[config.mk]
export PLATFORM = sky130hd
export DESIGN_NAME = px_seq
export DESIGN_NICKNAME = d
export VERILOG_FILES = /design/src/rtl/px_pkg.sv /design/src/rtl/px_grp_len.sv /design/src/rtl/px_seq.sv
export SDC_FILE = /design/constraint.sdc
export NUM_CORES = 1
export LEC_CHECK = 0
export CAP_MARGIN = 20
export CORE_MARGIN = 8
export CORE_UTILIZATION = 45
export CTS_BUF_LIST = sky130_fd_sc_hd__clkbuf_2
export DETAILED_ROUTE_END_ITERATION = 10
export PLACE_DENSITY = 0.89
export SLEW_MARGIN = 10
export SYNTH_ARGS = -nofsm -noshare
export SYNTH_HDL_FRONTEND = slang
export SYNTH_SLANG_ARGS = --single-unit
[constraint.sdc]
create_clock -name __clk -period 2.45 [get_ports __clk]
set_clock_uncertainty 0.2 [all_clocks]
set_input_delay 0.3675 -clock __clk [delete_from_list [all_inputs] [get_ports __clk]]
set_output_delay 0.3675 -clock __clk [all_outputs]
set_load 0.005 [all_outputs]
[src/rtl/px_pkg.sv]
// Shared constants for the P-X state-control sequencer: default widths,
// wait-counter width and the phase encoding.
package px_pkg;

  localparam int unsigned PX_GW  = 3;
  localparam int unsigned PX_LW  = 4;
  localparam int unsigned PX_WCW = 8;

  localparam logic [2:0] PH_IDLE = 3'd0;
  localparam logic [2:0] PH_ST1  = 3'd1;
  localparam logic [2:0] PH_ST2  = 3'd2;
  localparam logic [2:0] PH_STEP = 3'd3;
  localparam logic [2:0] PH_WAIT = 3'd4;
  localparam logic [2:0] PH_GOT  = 3'd5;

endpackage

[src/rtl/px_grp_len.sv]
// Phase-length reduction: for every active state bit, look up its timing group
// and take the longest STROB1 and STROB2 lengths across all of them.
module px_grp_len
  import px_pkg::*;
#(
  parameter int unsigned           NST     = 24,
  parameter int unsigned           NGRP    = 5,
  parameter int unsigned           GW      = PX_GW,
  parameter int unsigned           LW      = PX_LW,
  parameter logic [NST*GW-1:0]     GRP_MAP = '0,
  parameter logic [NGRP*LW-1:0]    ST1_LEN = {NGRP{LW'(1)}},
  parameter logic [NGRP*LW-1:0]    ST2_LEN = '0
) (
  input  logic [NST-1:0] state,
  output logic [LW-1:0]  len1,
  output logic [LW-1:0]  len2
);

  logic [GW-1:0] grp;
  logic [LW-1:0] v1;
  logic [LW-1:0] v2;

  // Max-reduction over active states; a zero STROB1 length still costs one cycle.
  always_comb begin
    len1 = LW'(1);
    len2 = '0;
    grp  = '0;
    v1   = '0;
    v2   = '0;
    for (int unsigned i = 0; i < NST; i++) begin
      if (state[i]) begin
        grp = GRP_MAP[i*GW +: GW];
        if (32'(grp) < NGRP) begin
          v1 = ST1_LEN[32'(grp)*LW +: LW];
          v2 = ST2_LEN[32'(grp)*LW +: LW];
          if (v1 > len1) len1 = v1;
          if (v2 > len2) len2 = v2;
        end
      end
    end
  end

endmodule

[src/rtl/px_seq.sv]
// P-X state-control sequencer: one-hot state register stepped through
// STROB1/STROB2 phases, optional front-panel step and bus-grant wait, and a
// one-clock GOT that loads the next state vector.
module px_seq
  import px_pkg::*;
#(
  parameter int unsigned           NST       = 24,
  parameter int unsigned           NGRP      = 5,
  parameter int unsigned           GW        = PX_GW,
  parameter int unsigned           LW        = PX_LW,
  parameter logic [NST*GW-1:0]     GRP_MAP   = '0,
  parameter logic [NGRP*LW-1:0]    ST1_LEN   = {NGRP{LW'(1)}},
  parameter logic [NGRP*LW-1:0]    ST2_LEN   = '0,
  parameter logic [NST-1:0]        BUS_MASK  = '0,
  parameter logic [NST-1:0]        RST_STATE = NST'(1),
  parameter int unsigned           WAIT_MAX  = 255
) (
  input  logic           __clk,
  input  logic           clo_n,
  input  logic [NST-1:0] enter,
  input  logic [NST-1:0] set,
  input  logic           mode,
  input  logic           step,
  input  logic           strob_fp,
  input  logic           zw,
  input  logic           oken,
  output logic [NST-1:0] state,
  output logic           got,
  output logic           strob1,
  output logic           strob2,
  output logic           busy,
  output logic           alarm
);

  localparam logic [PX_WCW-1:0] WAIT_LAST = PX_WCW'(WAIT_MAX - 1);

  logic [NST-1:0]    state_q, state_d;
  logic [2:0]        phase_q, phase_d;
  logic [LW-1:0]     cnt_q, cnt_d;
  logic [PX_WCW-1:0] wcnt_q, wcnt_d;
  logic              alarm_q, alarm_d;
  logic              step_q;
  logic              fp_q;

  logic [LW-1:0]     len1, len2;
  logic              step_rise;
  logic              bus_hit;
  logic [2:0]        post_strobe;

  // State only changes when a new ST1 starts, so the live reduction equals the
  // lengths that were in force at ST1 entry.
  px_grp_len #(
    .NST     (NST),
    .NGRP    (NGRP),
    .GW      (GW),
    .LW      (LW),
    .GRP_MAP (GRP_MAP),
    .ST1_LEN (ST1_LEN),
    .ST2_LEN (ST2_LEN)
  ) u_grp_len (
    .state (state_q),
    .len1  (len1),
    .len2  (len2)
  );

  assign step_rise   = step & ~step_q;
  assign bus_hit     = |(state_q & BUS_MASK);
  assign post_strobe = mode ? PH_STEP : (bus_hit ? PH_WAIT : PH_GOT);

  // Phase sequencing, state loading and set override.
  always_comb begin
    state_d = state_q;
    phase_d = phase_q;
    cnt_d   = cnt_q + LW'(1);
    wcnt_d  = wcnt_q + PX_WCW'(1);
    alarm_d = 1'b0;
    case (phase_q)
      PH_IDLE: ;
      PH_ST1: begin
        if (cnt_q == len1 - LW'(1)) phase_d = (len2 != '0) ? PH_ST2 : post_strobe;
      end
      PH_ST2: begin
        if (cnt_q == len2 - LW'(1)) phase_d = post_strobe;
      end
      PH_STEP: begin
        if (step_rise || !mode) phase_d = bus_hit ? PH_WAIT : PH_GOT;
      end
      PH_WAIT: begin
        if (zw && oken) begin
          phase_d = PH_GOT;
        end else if (wcnt_q == WAIT_LAST) begin
          phase_d = PH_GOT;
          alarm_d = 1'b1;
        end
      end
      PH_GOT: begin
        state_d = enter;
        phase_d = (enter != '0) ? PH_ST1 : PH_IDLE;
      end
      default: phase_d = PH_IDLE;
    endcase
    // Set aborts whatever is running; during GOT it merges with enter.
    if (set != '0) begin
      state_d = state_d | set;
      phase_d = PH_ST1;
      alarm_d = 1'b0;
    end
    if ((phase_d != phase_q) || (set != '0)) begin
      cnt_d  = '0;
      wcnt_d = '0;
    end
  end

  // Sequencer registers.
  always_ff @(posedge __clk or negedge clo_n) begin
    if (!clo_n) begin
      state_q <= RST_STATE;
      phase_q <= PH_ST1;
      cnt_q   <= '0;
      wcnt_q  <= '0;
      alarm_q <= 1'b0;
      step_q  <= 1'b0;
      fp_q    <= 1'b0;
    end else begin
      state_q <= state_d;
      phase_q <= phase_d;
      cnt_q   <= cnt_d;
      wcnt_q  <= wcnt_d;
      alarm_q <= alarm_d;
      step_q  <= step;
      fp_q    <= strob_fp;
    end
  end

  assign state  = state_q;
  assign got    = (phase_q == PH_GOT);
  assign strob2 = (phase_q == PH_ST2);
  assign strob1 = (phase_q == PH_ST1) |
                  (fp_q & ((phase_q == PH_IDLE) | (phase_q == PH_STEP)));
  assign busy   = (phase_q != PH_IDLE);
  assign alarm  = alarm_q;

endmodule
==> metrics.txt, run 1 <==
status complete, no violations; clock sinks 42; crit share post-route 96.7%; Die H 84.8 um; Max Clock Freq 422 MHz; Area contributors post-synth dfrtp_1 47%, nand2_1 9.9%, nand3b_1 8.5%; net switching power 0.000282 W; total track usage 19.0%; average size of a mapped cell about 10 um2; Req. time, crit path 1880 ps; switch share 24.8%; Setup CP Type reg2out; die footprint 7180 um2; Pint 0.000857 W; leakage power 1.28 nW; Crit. End Element output pin; syn_nets roughly 270; CP arrival 1800 ps; Post-synth EDFFs 0; ys flop type dfrtp_1; post-synthesis sequential area ratio 49.5%; crit-path max FO 5; Vias/cell 5.46; Die X 84.8 um; drt pass-1 iters 4; WL final 6.67 mm; drt initial violations 92; cell depth of the worst flop-to-flop path 6; I/O pin count 84; worst r2r src wcnt_q[0]$_DFF_PN0_; largest net degree at the start of global routing 27; CTS clk-pin slew, worst paths ~220 ps; DR WL/cell 18.3 um; Setup crit start kind flop; worst slew pin tran 610 ps; Area growth syn-to-layout 46.9%; synth warn 0; asr flop ratio synth 100%; starting density of the core 45.9%; Final ANT Viol Nets 0; top cell type's share of synthesized area 47.1%; final worst slack 80.1 ps; Remaining DRCs 0; #FFs+latches synth 42; final setup TNS 0 ps; first-pass GRT wire length 10.9 mm; most frequent cells after synthesis 56 x nand2_1, 40 x dfrtp_1, 24 x nand3b_1, 10 x nor3_2, 10 x nor4_1; GP Congestion 0.911; Sequential Power Share 61.2%; fin crit period 2370 ps; Worst Hold End fp_q$_DFF_PN0_; VDD IR max 0.212 mV; vias 1986; Post-Syn Instances ~210; vias in the first global route 2125; diode count 0; synth unique cells 41; top-count cell post-synth nand2_1; Hold Path Origin strob_fp; endpoints failing hold 0; Skew-Pair Late Insertion Delay 400 ps; PortBufs 83; Reg2Reg Capture Point cnt_q[3]$_DFF_PN0_; Pwr Density 364 nW/um2; utilization after layout 67.5%; Comb pwr share 12.4%; HPWL after detailed placement around 5.2 mm; # setup viols final 0; initial antenna violation count 0; dpl ws 129 ps; CTS root buf clkbuf_2; CTS tree done; mapped cell area 2130 um2; MaxCap Viol Count 0; largest area contributor in the netlist dfrtp_1; Rel. slew slack 59.3%; layout cells sized above 1 a little over an eighth; Core ar. between 4000 and 5000 um2; FP Rows 25; min-delay worst type in2reg; clock buffer depth 2; Worst Hold Depth 1; # nets final 368; CTS Buf Count 5; total grt overflow 0; H-tree depth 2; final slew viol count 0; R2R Setup Slk approximately 380 ps; Clk pwr share between 20% and 30%
[worst max-delay path, stage by stage (launching register included)]
cell and delay (ps):
dfrtp_2 460, or3b_4 390, inv_1 60, clkdlybuf4s50_1 490
[per-stage QoR]
| stage | power [W] | cells | hold slack (ps) | area, um2 |
|---|---|---|---|---|
| final | 0.00114 | 364 | 165 | 3130 |
| after global routing | 0.00119 | 364 | 136 | 3130 |
| after CTS | 0.00115 | 360 | 158 | 3090 |
| after detailed placement | 0.000848 | 349 | 209 | 3020 |
| after global placement | 0.000845 | 349 | 206 | 3020 |
| after floorplan | 0.000724 | 213 | -128 | 2130 |
[power by group through the flow]
stage / Clock, W / Sequential (W) / Combinational [W]
after floorplan: 0 / 0.000709 / 0.0000159
after CTS: 0.000308 / 0.000697 / 0.000141
after global routing: 0.000340 / 0.000698 / 0.000150
after detailed placement: 0 / 0.000708 / 0.000139
after global placement: 0 / 0.000708 / 0.000136
final: 0.000301 / 0.000697 / 0.000141
[area by class of cell]
| type | count | area (um2) |
|---|---|---|
| Multi-Input combinational cell | 156 | 1010 |
| Sequential cell | 42 | 1050 |
| Clock inverter | 2 | 8.76 |
| Timing Repair Buffer | 96 | 927 |
| Clock buffer | 6 | 30.0 |
| Tap cell | 54 | 67.6 |
| Inverter | 8 | 30.0 |
| Fill cell | 350 | 1500 |
[state kept, by name (all words and copies together), names as in the netlist]
register  count
alarm         1
cnt_q         4
fp_q          1
phase_q       3
state        24
step_q        1
wcnt_q        8
[how the worst max path moves through the flow]
| stage | startpoint | to | slack, ps | depth (start not counted) |
|---|---|---|---|---|
| global route | phase_q[1]$_DFF_PN0_ | strob2 | -10 | 3 |
| finish | phase_q[1]$_DFF_PN0_ | strob2 | 80 | 3 |
| detailed placement | set[1] | cnt_q[3]$_DFF_PN0_ | 130 | 5 |
| CTS | phase_q[0]$_DFF_PN1_ | strob1 | 20 | 4 |
| floorplan | wcnt_q[0]$_DFF_PN0_ | cnt_q[2]$_DFF_PN0_ | 570 | 7 |
| global placement | set[19] | alarm$_DFF_PN0_ | 190 | 5 |
[per-layer routing]
metal | GRT usage [%] | part of all wire, % | vias up
met5 | 0 | 0 | -
met4 | 4.53 | 0.96 | 0
met3 | 5.46 | 7.8 | 6
met2 | 31.2 | 48 | 83
met1 | 23.9 | 44 | 963
li1 | - | - | 934
[cell usage in the layout, fill, tap and decap left out, types with 6 or more instances in the layout]
cell / synthesis / final
dfrtp_1: 40 / 39
nor4_1: 10 / 10
nand2_1: 56 / 56
clkbuf_2: 0 / 6
nor3_2: 10 / 10
clkdlybuf4s50_1: 0 / 80
nand3b_1: 24 / 24
inv_1: 7 / 7
buf_4: 1 / 12
xor2_1: 6 / 6
[timing repair]
item                                    CTS  global route
hold endpoints to repair                 22             0
hold buffers                              1             0
endpoints found under the setup margin    2             2
resized for setup                         3             2
pin swaps                                 0             1
setup buffers                             2             4
[kinds of logic after synthesis]
group,after synthesis,share of synthesized area (%)
simple gates,127,35.1
flops,42,49.5
compound gates,17,6.41
buf+inv,15,3.35
xor+xnor,8,3.29
fa+ha+maj,4,2.35
No activity file was read; power rests on OpenSTA's default activity.
==> inputs of run 2 (changes only) <==
- ABC_CLOCK_PERIOD_IN_PS: unset -> 2450
- CAP_MARGIN: 20 -> unset
==> results of run 2 <==
Final layout, timing and power as in run 1 (identical DEF).
==> inputs of run 3 (changes only) <==
- REMOVE_ABC_BUFFERS: unset -> 1
==> run 3 against run 2 <==
Critical path type unchanged. Cell area is 0.44% lower. Largest cell class unchanged. Clock power is 1% lower. Routed wire length is 6.1% lower. Power is 0.41% lower. Flip-flop and latch count stayed put. Non-clock buffer count is 4 lower.
==> metrics.txt, run 3 (same netlist as run 1, synthesis figures left out) <==
Skew-Pair Late Insertion Delay 420 ps; final slew viol count 0; Crit. End Element output pin; Max Clock Freq 420 MHz; number of flip-flops in the largest register 24; largest net degree at the start of global routing 25; drt pass-1 iters 4; commonest non-fill, non-tap cells in the layout 80 x clkdlybuf4s50_1, 56 x nand2_1, 38 x dfrtp_1, 24 x nand3b_1; total track usage 18.3%; H-tree depth 2; CTS clk-pin slew, worst paths 210 ps; Reg2Reg Capture Point cnt_q[1]$_DFF_PN0_; CTS root buf clkbuf_2; MaxCap Viol Count 0; CTS Buf Count 5; Remaining DRCs 0; Rel. slew slack 65.1%; drt initial violations 85; clock buffer depth 2; FP Rows 25; Hold Path Origin strob_fp; WL final roughly 6.3 mm; # nets final approximately 360; dpl ws 150 ps; Setup CP Type reg2out; Worst Hold Depth 1; vias in the first global route 2074; cell depth of the worst flop-to-flop path 6; vias 1928; worst r2r src wcnt_q[0]$_DFF_PN0_; CP arrival 1810 ps; RSZ-0062 raised after global routing no; Area growth syn-to-layout 46.3%; worst slew pin tran 524 ps; VDD IR max 0.246 mV; crit-path max FO 4; Setup crit start kind flop; status complete, no violations; most common cell after layout, fill and taps aside clkdlybuf4s50_1; clock sinks 42; Worst Setup SP phase_q[1]$_DFF_PN0_; HPWL after detailed placement ~4.6 mm; leakage power about 1.3 nW; Die X 84.8 um; min-delay worst type in2reg; layout cells sized above 1 12.7%; initial antenna violation count 0; endpoints failing hold 0; final worst slack 69.0 ps; die footprint 7180 um2; utilization after layout between 60 and 70%; Worst Hold End fp_q$_DFF_PN0_; # setup viols final 0; fin crit period approximately 2400 ps; total grt overflow 0; diode count 0; Pwr Density ~360 nW/um2; crit share post-route between 90 and 100%; first-pass GRT wire length 10.5 mm; Final ANT Viol Nets 0; starting density of the core ~46%; R2R Setup Slk 370 ps; Core ar. 4630 um2; PortBufs 83; CTS tree done; final setup TNS 0 ps; I/O pin count 84; GP Congestion ~0.85; Req. time, crit path 1880 ps; Vias/cell 5.36; DR WL/cell 17.4 um; Die H 84.8 um
==> run 3: power by group <==
part / total, W / switching [W] / internal (W)
registers: 0.000697 / 0.000000432 / 0.000696
clock network: 0.000297 / 0.000233 / 0.0000649
logic: 0.000141 / 0.0000490 / 0.0000915
total: 0.00113 / 0.000282 / 0.000853
==> run 3: area by class of cell <==
class | instances | area (um2)
inverter | 8 | 30.0
fill | 359 | 1520
multi-input combinational | 156 | 1010
timing repair buffer | 92 | 910
clock inverter | 3 | 16.3
tap | 54 | 67.6
sequential | 42 | 1060
clock buffer | 5 | 25.0
==> run 3: worst max-delay path by stage <==
| stage | to | slack, ps | cells after the start |
|---|---|---|---|
| global placement | alarm$_DFF_PN0_ | 180 | 5 |
| finish | strob2 | 70 | 3 |
| global route | strob2 | 8 | 3 |
| detailed placement | cnt_q[1]$_DFF_PN0_ | 150 | 5 |
| floorplan | cnt_q[3]$_DFF_PN0_ | 150 | 5 |
| CTS | strob2 | 10 | 3 |
==> run 3: per-layer routing <==
layer / share of wire [%] / vias up / GRT usage (%)
met5: 0 / - / 0
met4: 1.4 / 0 / 5.02
met3: 9.6 / 8 / 6.44
met2: 46 / 77 / 29.4
met1: 43 / 911 / 22.5
li1: - / 932 / -
==> run 3: through the flow <==
stage | std cells | hold WS (ps) | total power, W | instance area, um2
floorplan | 206 | -128 | 0.000724 | 2090
global placement | 347 | 163 | 0.000846 | 3020
detailed placement | 347 | 169 | 0.000847 | 3020
CTS | 359 | 146 | 0.00114 | 3100
global route | 360 | 138 | 0.00118 | 3110
finish | 360 | 154 | 0.00113 | 3110
==> run 3: critical path, stage by stage, from the launching register on <==
cell and delay (ps):
dfrtp_2 450, or3b_4 390, inv_1 70, clkdlybuf4s50_1 490
==> run 3: repair_timing <==
action / 4_1_cts / 5_1_grt
gates cloned: 0 / 0
setup endpoints to repair: 2 / 2
hold endpoints to repair: 19 / 0
resized for setup: 4 / 2
pin swaps: 0 / 1
hold buffers: 1 / 0
setup buffers: 3 / 1
